## src/rtl/vme_master_pkg.sv

```systemverilog
// Shared types and constants for the VME memory-bus master.
package vme_master_pkg;

  // Transaction sequencing states.
  typedef enum logic [1:0] {
    ST_IDLE   = 2'd0,
    ST_STROBE = 2'd1,
    ST_WAIT   = 2'd2,
    ST_RESP   = 2'd3
  } state_e;

  // Default number of WAIT cycles tolerated before a transaction is declared dead.
  localparam int unsigned TIMEOUT_DEFAULT = 255;

  // Wait counter width; wide enough for the largest permitted TIMEOUT (65535).
  localparam int unsigned CNT_W = 16;

endpackage : vme_master_pkg

```

## src/rtl/vme_mem_master.sv

```systemverilog
// VME memory master: accepts one user command at a time, issues a single-cycle
// read or write strobe on the VME memory bus, waits for the matching Done (or a
// timeout) and returns a response that is held until the user consumes it.
module vme_mem_master
  import vme_master_pkg::*;
#(
  parameter int ADDR_W  = 16,
  parameter int DATA_W  = 32,
  parameter int TIMEOUT = TIMEOUT_DEFAULT
) (
  input  logic              Clk,
  input  logic              rst_n,
  // user command channel
  input  logic              req_valid,
  output logic              req_ready,
  input  logic              req_write,
  input  logic [ADDR_W-1:0] req_addr,
  input  logic [DATA_W-1:0] req_wdata,
  // user response channel
  output logic              rsp_valid,
  input  logic              rsp_ready,
  output logic [DATA_W-1:0] rsp_rdata,
  output logic              rsp_err,
  // VME memory bus
  output logic [ADDR_W-1:0] VMEAddr,
  output logic [DATA_W-1:0] VMEWrData,
  output logic              VMERdMem,
  output logic              VMEWrMem,
  input  logic [DATA_W-1:0] VMERdData,
  input  logic              VMERdDone,
  input  logic              VMEWrDone
);

  localparam logic [CNT_W-1:0] TIMEOUT_C = CNT_W'(TIMEOUT);

  state_e              state_q, state_d;
  logic                write_q, write_d;
  logic [ADDR_W-1:0]   addr_q, addr_d;
  logic [DATA_W-1:0]   wdata_q, wdata_d;
  logic                rd_strb_q, rd_strb_d;
  logic                wr_strb_q, wr_strb_d;
  logic [CNT_W-1:0]    cnt_q, cnt_d;
  logic                rsp_valid_q, rsp_valid_d;
  logic [DATA_W-1:0]   rdata_q, rdata_d;
  logic                err_q, err_d;

  logic [CNT_W-1:0]    cnt_inc_s;
  logic                done_match_s;

  // Only the Done belonging to the operation in flight counts.
  assign done_match_s = write_q ? VMEWrDone : VMERdDone;
  assign cnt_inc_s    = cnt_q + {{(CNT_W-1){1'b0}}, 1'b1};

  // Next-state and next-output decode for the transaction sequencer.
  always_comb begin
    state_d     = state_q;
    write_d     = write_q;
    addr_d      = addr_q;
    wdata_d     = wdata_q;
    rd_strb_d   = 1'b0;
    wr_strb_d   = 1'b0;
    cnt_d       = cnt_q;
    rsp_valid_d = 1'b0;
    rdata_d     = rdata_q;
    err_d       = err_q;

    case (state_q)
      ST_IDLE: begin
        if (req_valid) begin
          // Capture the command; bus address/data then stay put until the
          // next acceptance, and the strobe is launched for the STROBE cycle.
          write_d   = req_write;
          addr_d    = req_addr;
          wdata_d   = req_wdata;
          rd_strb_d = ~req_write;
          wr_strb_d = req_write;
          state_d   = ST_STROBE;
        end else begin
          state_d   = ST_IDLE;
        end
      end

      ST_STROBE: begin
        cnt_d   = {CNT_W{1'b0}};
        state_d = ST_WAIT;
      end

      ST_WAIT: begin
        cnt_d = cnt_inc_s;
        // A Done landing on the timeout cycle still completes normally.
        if (done_match_s) begin
          rdata_d     = write_q ? {DATA_W{1'b0}} : VMERdData;
          err_d       = 1'b0;
          rsp_valid_d = 1'b1;
          state_d     = ST_RESP;
        end else if (cnt_inc_s == TIMEOUT_C) begin
          rdata_d     = {DATA_W{1'b0}};
          err_d       = 1'b1;
          rsp_valid_d = 1'b1;
          state_d     = ST_RESP;
        end else begin
          state_d     = ST_WAIT;
        end
      end

      ST_RESP: begin
        if (rsp_ready) begin
          rsp_valid_d = 1'b0;
          state_d     = ST_IDLE;
        end else begin
          rsp_valid_d = 1'b1;
          state_d     = ST_RESP;
        end
      end

      default: begin
        state_d = ST_IDLE;
      end
    endcase
  end

  // State and registered-output storage; reset abandons any transaction.
  always_ff @(posedge Clk or negedge rst_n) begin
    if (!rst_n) begin
      state_q     <= ST_IDLE;
      write_q     <= 1'b0;
      addr_q      <= {ADDR_W{1'b0}};
      wdata_q     <= {DATA_W{1'b0}};
      rd_strb_q   <= 1'b0;
      wr_strb_q   <= 1'b0;
      cnt_q       <= {CNT_W{1'b0}};
      rsp_valid_q <= 1'b0;
      rdata_q     <= {DATA_W{1'b0}};
      err_q       <= 1'b0;
    end else begin
      state_q     <= state_d;
      write_q     <= write_d;
      addr_q      <= addr_d;
      wdata_q     <= wdata_d;
      rd_strb_q   <= rd_strb_d;
      wr_strb_q   <= wr_strb_d;
      cnt_q       <= cnt_d;
      rsp_valid_q <= rsp_valid_d;
      rdata_q     <= rdata_d;
      err_q       <= err_d;
    end
  end

  // Ready is forced low while reset is asserted, high as soon as it releases.
  assign req_ready = rst_n & (state_q == ST_IDLE);
  assign rsp_valid = rsp_valid_q;
  assign rsp_rdata = rdata_q;
  assign rsp_err   = err_q;
  assign VMEAddr   = addr_q;
  assign VMEWrData = wdata_q;
  assign VMERdMem  = rd_strb_q;
  assign VMEWrMem  = wr_strb_q;

endmodule : vme_mem_master

```

## config.mk

```make
export PLATFORM = sky130hd
export DESIGN_NAME = vme_mem_master
export DESIGN_NICKNAME = d
export VERILOG_FILES = /design/src/rtl/vme_master_pkg.sv /design/src/rtl/vme_mem_master.sv
export SDC_FILE = /design/constraint.sdc
export NUM_CORES = 1
export LEC_CHECK = 0
export CORE_UTILIZATION = 48
export CTS_CLUSTER_SIZE = 14
export DETAILED_ROUTE_END_ITERATION = 8
export GPL_TIMING_DRIVEN = 0
export PLACE_DENSITY = 0.93
export SETUP_SLACK_MARGIN = 0.5
export SYNTH_ARGS = -nofsm -noshare
export SYNTH_HDL_FRONTEND = slang
export SYNTH_SLANG_ARGS = --single-unit
```

## constraint.sdc

```tcl
create_clock -name Clk -period 6.6 [get_ports Clk]
set_input_delay 1.32 -clock Clk [delete_from_list [all_inputs] [get_ports Clk]]
set_output_delay 1.32 -clock Clk [all_outputs]
set_load 0.02 [all_outputs]
```

# == Word level (Yosys, flattened, before mapping) ==
# Cells that the tools add are included.
# totals
wordCells,42
ff_bits,103
# classes
reduce_logical,5
n_eq_ne,4
addsub,1
bitwise_logic,2
n_mux,20
# op_table
cell,count
$mux W32,3
$pmux W16 S2,1
$add A16 B1 Y16 const B,1
$eq A16 B8 Y1 const B,1
$mux W1,13
$pmux W2 S4,1
$eq A2 B2 Y1 const B,2
$reduce_and A2 Y1,2
$reduce_bool A2 Y1,2
$eq A2 B1 Y1 const B,1
$logic_not A2 Y1,1
$mux W2,1
$pmux W1 S2,1
$and A1 B1 Y1,1
$not A1 Y1,1

# == Logic depth before layout (Yosys ltp) ==
# logic_depth
word_depth,5
ltp_mapped,10
ltp_nobuf,8

# == Least setup slack after synthesis ==
# No wires, ideal clock.
# synth_timing
path_type,input-to-output
startpoint,input rst_n
endpoint,output req_ready
path_stages,1
t_arrival_ns,1.536
setup_slack_ns,3.744
n_path_buf,0
required_ns,5.280
cell_sequence,and2_1
# synth_between
elab_chain_cells,1
# synth_lines
element,line,source
start: declaration,vme_mem_master.sv:12,"input logic rst_n,"
$and A1 B1 Y1,vme_mem_master.sv:150,assign req_ready = rst_n & (state_q == ST_IDLE);
end: declaration,vme_mem_master.sv:15,"output logic req_ready,"
# No other way between the ends.

# == Worst setup path after layout ==
# Same ends and word-level chain as after synthesis.

==> reports/results.tsv <==
metric	value	unit
finalHoldViolCount	0	
nets	671	
antenna_found_initial	0	
wl_per_cell	17.78	um
rsz0062_at_grt	no	
htree_levels	3	
grt_overflow	0	
vias_per_cell	5.167	
drive_above_1_share	0.1558	
cts_hold_buf	0	
initial_core_util	0.5007	
max_slew_margin	0.5794	
die_area	10170	um^2
rows	35	
cts_tree	yes	
status	completed	
synth_cell_types	47	
pre_cts_slack	2.216	ns
ios	172	
tightest_slew	0.6309	ns
yosysWarnings	0	
arrival	3.02	ns
cts.clk_slew.worst_paths	0.11	ns
slew_viol_final	0	
avgSynthCellArea	11.85	um^2
fillers	627	
cts.sinks	103	
synth_area_leaders	dfrtp_1 55%, mux2_2 12%, mux2i_1 7.5%	
period_minus_slack	4.343	ns
vdd_drop_max	0.0002598	V
insertion_delay	0.37	ns
holdPathStages	1	
grt_use_total	0.2528	
cp-end-kind	primary output	
fin_skew	0.01772	ns
async_reset_ff_frac	1.000	
min_path_type	flop to flop	
critical_path_required	5.28	ns
ys_ff_latch	103	
grt_max_degree	56	
total_power	2.999	mW
synth_fp_nets	488	
dr.pass1.iters	5	
yosys.area.top_type_share	0.5493	
p_leak	2.887	nW
worst_slack	2.257	ns
fmax	0.2302	GHz
n_antenna_cell	0	
path_class	input pin to primary output	
syn_area	4692	um^2
dp_cells	697	
cts_resized	0	
core_area	9371	um^2
dieWidth	100.9	um
holdPathEnd	VMEWrData[29]	
post_cts_buffers	0	
die_h	100.9	um
r2r_slack	3.85	ns
port_buffers	171	
clockBufferDepth	2	
area_growth	44.51	%
finalWirelength	12680	um
ys.flop_type	dfrtp_1	
critPathMaxFanout	55	
ys_seq_area_frac	0.5493	
drt.antenna.violating_nets	0	
min-delay-start	VMEWrData[29]	
synth_commonest_cells	103 x dfrtp_1, 52 x nand2_1, 48 x mux2_2	
design_area	6780	um^2
setup_viol	0	
cap_violations	0	
yosysMostFrequentCell	dfrtp_1	
drcViolationCount	0	
synth_enable_flop_cells	0	
vias	3684	
grt_pass1_vias	3860	
r2r_cells	9	
worst_setup_path_start_kind	input pin	
synthCells	396	
final_cells	713	
root_buffer	clkbuf_8	
regToRegStartpoint	cnt_q[1]	
place_congestion	0.8837	
grt_pass1_wl	19410	um
cts_buffers	9	
drtIter0Drc	236	
power.density	442.3	nW/um^2
dpl.hpwl	9470	um
yosysTopAreaCell	dfrtp_1	
dpl_cell_area	6590	um^2
whs	0.5178	ns
r2r-end	rsp_rdata[23]	
final.period_utilization	0.6580	
[routing by layer]
metal	vias to the layer above	GRT usage	wire length [um]
met3	35	0.05617	654
met2	139	0.4526	6720
met4	0	0.1327	516
li1	1707	-	-
met5	-	0	0
met1	1803	0.2810	4789
[final cells by class]
type,count,area (um^2),area share
plain buffers,22,220.2,0.03248
clock buffers,9,123.9,0.01827
clock inverters,7,66.31,0.009780
inverters,39,146.4,0.02159
multi-input cells,232,1748,0.2578
flip-flops and latches,103,2577,0.3801
well taps,129,161.4,0.02381
repair buffers,172,1737,0.2561
[critical path, cell delays in order]
cell	delay, ns
buf_4	0.50
buf_16	0.33
and2_1	0.19
clkdlybuf4s50_1	0.65
[cell families (layout without fill, tap and decap cells)]
family	Yosys count	in the layout	share of synthesized area
flops	103	103	0.5493
simple gates	98	98	0.1043
mux	83	83	0.1899
buf+inv	61	249	0.07814
compound gates	44	44	0.06133
fa+ha+maj	5	5	0.01333
xor+xnor	2	2	0.003734
[sequential cells by signal, indices dropped and copies added, names as in the netlist, 2 cells and up]
signal and cells:
VMEWrData 32, VMEAddr 16, state_q 2, rsp_rdata 32, cnt_q 16
[through the flow]
stage	utilization	TNS [ns]
floorplan	-	0
global placement	0.7005	-0.8214
detailed placement	0.7032	0
CTS	0.7235	0
global route	0.7235	0
finish	0.7235	0
[layout by cell type, fill, tap and decap left out, drive strengths merged, types with 2 or more instances in the layout]
cell type and instances:
clkdlybuf4s50 170, dfrtp 103, nand2 52, mux2 48
inv 41, mux2i 35, o21ai 16, clkbuf 16
buf 13, o31ai 9, nand3 9, nor2 8
a21oi 7, nand4 7, ha 5, clkinv 5
a21o 4, nor4 3, dlygate4sd3 3, and2 3
nor2b 2, and4 2, xnor2 2, nand3b 2
nand2b 2, nor3 2, a22o 2, and3 2
or3 2
[worst max-delay path by stage]
stage | from | end | cells after the start
5_1_grt | rst_n | req_ready | 4
3_3_place_gp | rst_n | req_ready | 3
4_1_cts | rst_n | req_ready | 4
6_report | rst_n | req_ready | 4
3_5_place_dp | rst_n | req_ready | 4
2_1_floorplan | rst_n | req_ready | 1
[where the power goes]
part | switching [mW] | internal [mW] | total [mW] | leakage (nW)
registers | 0.161 | 0.894 | 1.05 | 1.30
logic | 0.785 | 0.775 | 1.56 | 1.49
clock network | 0.238 | 0.147 | 0.384 | 0.100
total | 1.18 | 1.81 | 3.00 | 2.89
Note: power is estimated with default switching activity, not from simulation.
